--- src/rtl/io_bus_responder_if.sv ---
// io_bus_responder_if: core IO bus (address/ctrl/write data/strobe out, read data/hit back).
// The core drives through the master modport; the peripheral responder uses the slave modport.
interface io_bus_responder_if #(
    parameter int unsigned ADDR_W = 32,
    parameter int unsigned DATA_W = 32
);
    logic [ADDR_W-1:0] addr;
    logic [1:0]        ctrl;
    logic [DATA_W-1:0] wd;
    logic              we;
    logic [DATA_W-1:0] rd;
    logic              hit;

    modport master (output addr, ctrl, wd, we, input rd, hit);
    modport slave  (input addr, ctrl, wd, we, output rd, hit);
endinterface

--- src/rtl/io_bus_responder.sv ---
// io_bus_responder: LED, switch, seven-segment and timer registers in a 4 KiB IO window, 1-cycle read latency.
// Optional IO_TIMER_IRQ_EN adds TCTRL.IE (bit3) and the level timer_irq output.
module io_bus_responder #(
    parameter int unsigned ADDR_W    = 32,
    parameter int unsigned DATA_W    = 32,
    parameter logic [31:0] BASE_ADDR = 32'hFFFF_F000,
    parameter int unsigned SW_W      = 24,
    parameter int unsigned LED_W     = 24
) (
    input  logic                 clk,
    input  logic                 rst,
    io_bus_responder_if.slave    bus,
    input  logic [SW_W-1:0]      sw_in,
    output logic [LED_W-1:0]     led_out,
    output logic [31:0]          seg_out
`ifdef IO_TIMER_IRQ_EN
    ,
    output logic                 timer_irq
`endif
);
    localparam int unsigned WIN_BYTES = 4096;
    localparam logic [9:0]  IDX_LED   = 10'h000;
    localparam logic [9:0]  IDX_SW    = 10'h001;
    localparam logic [9:0]  IDX_SEG   = 10'h002;
    localparam logic [9:0]  IDX_TCNT  = 10'h003;
    localparam logic [9:0]  IDX_TCTRL = 10'h004;
    localparam logic [9:0]  IDX_TPSC  = 10'h005;
    localparam logic [9:0]  IDX_TCMP  = 10'h006;

    logic [ADDR_W-1:0] off;
    logic              in_win;
    logic [9:0]        idx;
    logic [3:0]        strb;
    logic [31:0]       wd;
    logic              wr;
    logic              wr_tcnt, wr_tctrl, wr_tpsc;

    logic [SW_W-1:0]   sw_s1, sw_s2;
    logic [31:0]       tcnt, tcmp;
    logic [15:0]       tpsc, pcnt;
    logic              en, auto_rl, ovf, ie;
    logic              tick, match, ovf_n;
    logic [31:0]       m_led, m_seg, m_tcnt, m_tpsc, m_tcmp;
    logic [31:0]       rdata;

    // Replace only the strobed byte lanes of a register.
    function automatic logic [31:0] merge(input logic [31:0] old, input logic [31:0] nw,
                                          input logic [3:0] s);
        logic [31:0] r;
        r = old;
        for (int b = 0; b < 4; b++) begin
            if (s[b]) r[8*b +: 8] = nw[8*b +: 8];
        end
        return r;
    endfunction

    assign off    = bus.addr - ADDR_W'(BASE_ADDR);
    assign in_win = off < ADDR_W'(WIN_BYTES);
    assign idx    = off[11:2];
    assign wd     = 32'(bus.wd);

    // Misaligned half/word accesses produce no strobes, so they never write.
    always_comb begin
        strb = 4'b0000;
        unique case (bus.ctrl)
            2'b10:   strb = 4'b0001 << off[1:0];
            2'b01:   if (!off[0]) strb = off[1] ? 4'b1100 : 4'b0011;
            default: if (off[1:0] == 2'b00) strb = 4'b1111;
        endcase
    end

    assign wr       = bus.we & in_win & (|strb);
    assign wr_tcnt  = wr && (idx == IDX_TCNT);
    assign wr_tctrl = wr && (idx == IDX_TCTRL);
    assign wr_tpsc  = wr && (idx == IDX_TPSC);

    always_comb begin
        m_led  = merge(32'(led_out), wd, strb);
        m_seg  = merge(seg_out, wd, strb);
        m_tcnt = merge(tcnt, wd, strb);
        m_tpsc = merge({16'h0000, tpsc}, wd, strb);
        m_tcmp = merge(tcmp, wd, strb);
    end

    assign tick  = en && (pcnt == tpsc);
    assign match = (tcnt == tcmp);

    // Hardware set of OVF takes priority over a same-cycle write-1-to-clear.
    always_comb begin
        ovf_n = ovf;
        if (wr_tctrl && strb[0] && wd[2]) ovf_n = 1'b0;
        if (tick && match)                ovf_n = 1'b1;
    end

    always_comb begin
        rdata = '0;
        if (in_win) begin
            case (idx)
                IDX_LED:   rdata = 32'(led_out);
                IDX_SW:    rdata = 32'(sw_s2);
                IDX_SEG:   rdata = seg_out;
                IDX_TCNT:  rdata = tcnt;
                IDX_TCTRL: rdata = {28'h0, ie, ovf, auto_rl, en};
                IDX_TPSC:  rdata = {16'h0000, tpsc};
                IDX_TCMP:  rdata = tcmp;
                default:   rdata = '0;
            endcase
        end
    end

    always_ff @(posedge clk) begin
        if (rst) begin
            bus.rd  <= '0;
            bus.hit <= 1'b0;
            sw_s1   <= '0;
            sw_s2   <= '0;
            led_out <= '0;
            seg_out <= '0;
            tcnt    <= '0;
            tcmp    <= '0;
            tpsc    <= '0;
            pcnt    <= '0;
            en      <= 1'b0;
            auto_rl <= 1'b0;
            ovf     <= 1'b0;
        end else begin
            bus.rd  <= DATA_W'(rdata);
            bus.hit <= in_win;
            sw_s1   <= sw_in;
            sw_s2   <= sw_s1;
            if (wr && (idx == IDX_LED)) led_out <= m_led[LED_W-1:0];
            if (wr && (idx == IDX_SEG)) seg_out <= m_seg;
            if (wr && (idx == IDX_TCMP)) tcmp <= m_tcmp;
            if (wr_tpsc) tpsc <= m_tpsc[15:0];
            if (wr_tctrl && strb[0]) begin
                en      <= wd[0];
                auto_rl <= wd[1];
            end
            ovf <= ovf_n;

            if (wr_tpsc || wr_tctrl || !en || tick) pcnt <= '0;
            else                                    pcnt <= pcnt + 16'd1;

            // A bus write to TCNT overrides the timer's own update.
            if (wr_tcnt)              tcnt <= m_tcnt;
            else if (tick && !match)  tcnt <= tcnt + 32'd1;
            else if (tick && auto_rl) tcnt <= '0;
        end
    end

`ifdef IO_TIMER_IRQ_EN
    logic ie_n;
    assign ie_n = (wr_tctrl && strb[0]) ? wd[3] : ie;

    always_ff @(posedge clk) begin
        if (rst) begin
            ie        <= 1'b0;
            timer_irq <= 1'b0;
        end else begin
            ie        <= ie_n;
            timer_irq <= ovf_n & ie_n;
        end
    end
`else
    assign ie = 1'b0;
`endif
endmodule

--- src/flat_wrapper.sv ---
// flat-port wrapper written by rule: the top's interface ports become plain ports
module io_bus_responder_flat 
#(
    parameter int unsigned ADDR_W    = 32,
    parameter int unsigned DATA_W    = 32,
    parameter logic [31:0] BASE_ADDR = 32'hFFFF_F000,
    parameter int unsigned SW_W      = 24,
    parameter int unsigned LED_W     = 24
)
  (clk, rst, sw_in, led_out, seg_out, bus_addr, bus_ctrl, bus_wd, bus_we, bus_rd, bus_hit);
  io_bus_responder_if #(.ADDR_W(ADDR_W), .DATA_W(DATA_W)) bus_i ();
  input  logic clk;
  input  logic rst;
  input  logic [SW_W-1:0] sw_in;
  output logic [LED_W-1:0] led_out;
  output logic [31:0] seg_out;
  input wire logic [$bits(bus_i.addr)-1:0] bus_addr;
  input wire logic [$bits(bus_i.ctrl)-1:0] bus_ctrl;
  input wire logic [$bits(bus_i.wd)-1:0] bus_wd;
  input wire logic [$bits(bus_i.we)-1:0] bus_we;
  output wire logic [$bits(bus_i.rd)-1:0] bus_rd;
  output wire logic [$bits(bus_i.hit)-1:0] bus_hit;
  assign bus_i.addr = bus_addr;
  assign bus_i.ctrl = bus_ctrl;
  assign bus_i.wd = bus_wd;
  assign bus_i.we = bus_we;
  assign bus_rd = bus_i.rd;
  assign bus_hit = bus_i.hit;
  io_bus_responder #(.ADDR_W(ADDR_W), .DATA_W(DATA_W), .BASE_ADDR(BASE_ADDR), .SW_W(SW_W), .LED_W(LED_W)) u_core (.clk(clk), .rst(rst), .bus(bus_i), .sw_in(sw_in), .led_out(led_out), .seg_out(seg_out));
endmodule
--- config.mk ---
export PLATFORM = sky130hd
export DESIGN_NAME = io_bus_responder_flat
export DESIGN_NICKNAME = d
export VERILOG_FILES = /design/src/rtl/io_bus_responder_if.sv /design/src/rtl/io_bus_responder.sv /design/src/flat_wrapper.sv
export SDC_FILE = /design/constraint.sdc
export NUM_CORES = 1
export LEC_CHECK = 0
export CORE_ASPECT_RATIO = 1.25
export CORE_UTILIZATION = 50
export CTS_BUF_LIST = sky130_fd_sc_hd__clkbuf_8
export CTS_CLUSTER_SIZE = 12
export DETAILED_ROUTE_END_ITERATION = 8
export HOLD_SLACK_MARGIN = 0.06
export PLACE_DENSITY = 0.78
export RECOVER_POWER = 25
export SYNTH_ARGS = -nofsm -noshare
export SYNTH_HDL_FRONTEND = slang
export SYNTH_SLANG_ARGS = --single-unit
--- constraint.sdc ---
create_clock -name clk -period 7.3 [get_ports clk]
set_input_delay 1.095 -clock clk [delete_from_list [all_inputs] [get_ports clk]]
set_output_delay 1.095 -clock clk [all_outputs]
set_load 0.01 [all_outputs]
==> metrics.txt <==
met2 GRT Util 53.09%; RD Place Congestion 0.9026; vias in the first global route 9879; sequential share of power 50.4%; top-area cell type share of the netlist area 44.50%; met3 Usage GRT 4.819%; Ant. Diodes 0; RSZ-0062 raised after global routing no; largest net degree at the start of global routing 93; DR iter-0 viols 1185; Post-Synthesis Cell Area 10620 µm²; Root Buffer clkbuf_8; Mean Syn Cell Area 8.515 µm²; Die ar. 21830 µm²; CTS tree built; Post-synth EDFFs 0; Setup Buffers After CTS 0; WHS Endpoint u_core.sw_s2[12]; fin crit share 70.93%; 1st-pass router iterations 8; Synth Area in Compound Gates 18.01%; M1 GR Usage 36.73%; #FFs+latches synth 236; Initial Util 51.00%; mux contribution to synthesized area 4.242%; post-CTS sizing 0; Clk pwr share 44.5%; maximum root-to-sink buffer count 3; Max rail drop VDD 0.1333 mV; HPWL Detailed 24530 µm; CP max FO 92; total length of routed wires 34430 µm; Power Dens Cells 194.1 nW/µm²; leakage 0.004726 µW; Nets 1492; WL per Instance 20.33 µm; largest family of logic cells by synthesized area simple AND/OR/NAND/NOR gates; layout cell share with drive strength beyond 1 5.986%; Synth cell types 64; post-synthesis instance total 1247; final setup vio count 0; Synth Area in XOR/XNOR 5.774%; arrival time at the worst endpoint 5580 ps; first-pass GRT wire length 53500 µm; total number of vias 10290; Hold Startpoint u_core.sw_s1[12]; Port Buffers 181; DIE WIDTH 132.3 µm; Least-Margin Pin Slew 3857 ps; initial antenna violation count 0; Top Usage Layer GRT met2; post-synthesis sequential area ratio 44.50%; internal power 1989 µW; violated checks max-capacitance violations, max-slew violations; Vias/cell 6.074; Die Height 164.9 µm; CTS buffer count 37; clock skew 14.82 ps; Crit. End Element flip-flop; final non-filler cell area 13320 µm²; # IOs 182; Num Clock Sinks 236; post-synthesis adder-cell area fraction 0.4714%; clock transition at the registers of the reported paths 60 ps; Synth Area in Simple Gates 23.47%; GRT Residual Overflow 0; Slew headroom -157.2%; H-tree Lvls 2; Routed Antenna Nets 0; reg2reg start u_core.tcnt[3]; predominant post-synthesis flop cell dfxtp_1; core area 20820 µm²; # DRC 0; FMAX 0.1931 GHz; GRT Resource Usage Total 31.14%; Hold Vio Cnt, Final 0; combinational power share 5.1%; Yosys warning count 0; Finished Core Util 63.98%; WHS 435.7 ps; Critical Path RT 7700 ps; row count 59; R2R depth 7; area leader, netlist dfxtp_1; Final min period 5178 ps; post-synth net total 1344; final slew viol count 93; setup_tns 0 ps; setup slack, reg-to-reg 4020 ps; sw power 596.7 µW; Crit Reg-Reg Endpoint u_core.tcnt[12]; status finished, violations left; CTS Hold Buffers Added 0; Worst setup SP type input pin; Hold Path Class flip-flop to flip-flop; sw frac 23.08%; area grow syn2layout 25.44%; max_cap viols 1; Area contributors post-synth dfxtp_1 (44%), nand2_1 (6.2%), mux2i_1 (4.2%), xor2_1 (4.2%), a21oi_1 (4.2%); CP Class input pin to flip-flop; Worst Hold Depth 1; Worst-Skew Late Latency 540 ps; asr flop ratio synth 0%; Post-Place Cell Area 12560 µm²
## synth_stat cells, types with 7 or more instances
master / n
a211oi_1: 10
a21oi_1: 89
a222oi_1: 22
a22oi_1: 47
a31oi_1: 29
a32oi_1: 9
and2_1: 11
and3_1: 21
clkbuf_1: 76
dfxtp_1: 236
inv_1: 17
mux2i_1: 45
nand2_1: 176
nand3_1: 50
nand4_1: 17
nor2_1: 109
nor2b_1: 55
nor3_1: 24
nor3b_1: 7
nor4_1: 21
o21ai_0: 18
or3_1: 7
xnor2_1: 19
xor2_1: 51
## sequential cells by signal (all words and copies together) (netlist names), 16 cells and up
signal / cells
u_core.sw_s2: 24
u_core.bus.rd: 32
u_core.pcnt: 16
u_core.sw_s1: 24
u_core.tpsc: 16
u_core.seg_out: 32
u_core.tcmp: 32
u_core.tcnt: 32
u_core.led_out: 24
## cells by family (layout without fill, tap and decap cells)
| group | count (synthesis) | in the layout |
|---|---|---|
| AO/OA/AOI/OAI | 276 | 276 |
| XOR/XNOR | 70 | 70 |
| adder cells (fa/ha/maj) | 4 | 4 |
| buffers and inverters | 99 | 272 |
| flip-flops | 236 | 236 |
| multiplexers | 45 | 45 |
| AND/OR/NAND/NOR | 517 | 517 |
## cells in the final DEF, fill, tap and decap left out, drive strengths merged, types with 9 or more instances in the layout
cell type and n:
nor4 22, a222oi 22, a22oi 47, nand3 50, nor3 24, and3 21, nand4 17, inv 26
o21ai 18, clkdlybuf4s50 147, dlygate4sd3 33, a211oi 10, nand2 176, buf 10, a32oi 9, dfxtp 236
nor2b 55, nor2 109, and2 12, clkbuf 49, a31oi 29, mux2i 45, xor2 51, a21oi 89
xnor2 19
## worst max path at each step
stage,from,to,slack (ps),cells past startpoint
5_1_grt,rst,u_core.pcnt[13],1780,5
6_report,rst,u_core.pcnt[11],2120,5
3_5_place_dp,bus_addr[0],u_core.tcnt[11],2020,8
4_1_cts,bus_addr[0],u_core.tcnt[12],2560,8
2_1_floorplan,bus_addr[7],u_core.tcnt[17],3470,8
3_3_place_gp,bus_addr[7],u_core.tcnt[11],2040,9
## stage by stage
step,setup WS [ps],total power [µW],instances
2_1_floorplan,3467,1376,1247
3_3_place_gp,2042,1459,1630
3_5_place_dp,2024,1461,1630
4_1_cts,2557,2596,1694
5_1_grt,1782,2666,1694
6_report,2122,2585,1694
## per-layer routing
metal  routed length [µm]  vias to the layer above
li1                     -                     4775
met1                13220                     4863
met2                16680                      525
met3                 2615                      127
met4                 1916                        0
met5                    0                        -
## power groups by stage
stage	Sequential (µW)	Clock [µW]	Combinational, µW
after global routing	1300	1220	139
final	1300	1150	131
after detailed placement	1330	0	128
after floorplan	1330	0	45.9
after CTS	1300	1160	129
after global placement	1330	0	127
## final cells by class
class	instances	area (µm²)
Tap cell	274	342.8
Clock inverter	16	106.4
Inverter	17	63.81
Timing Repair Buffer	191	1881
Multi-Input combinational cell	912	5540
Sequential cell	236	4725
Fill cell	1762	7498
Clock buffer	48	660.6
## worst max-delay path, stage by stage
cell	delay [ps]
buf_4	670
clkbuf_1	2760
nor3b_1	240
nand2_1	610
nor2_1	100
Power figures use the tool's default switching activity.
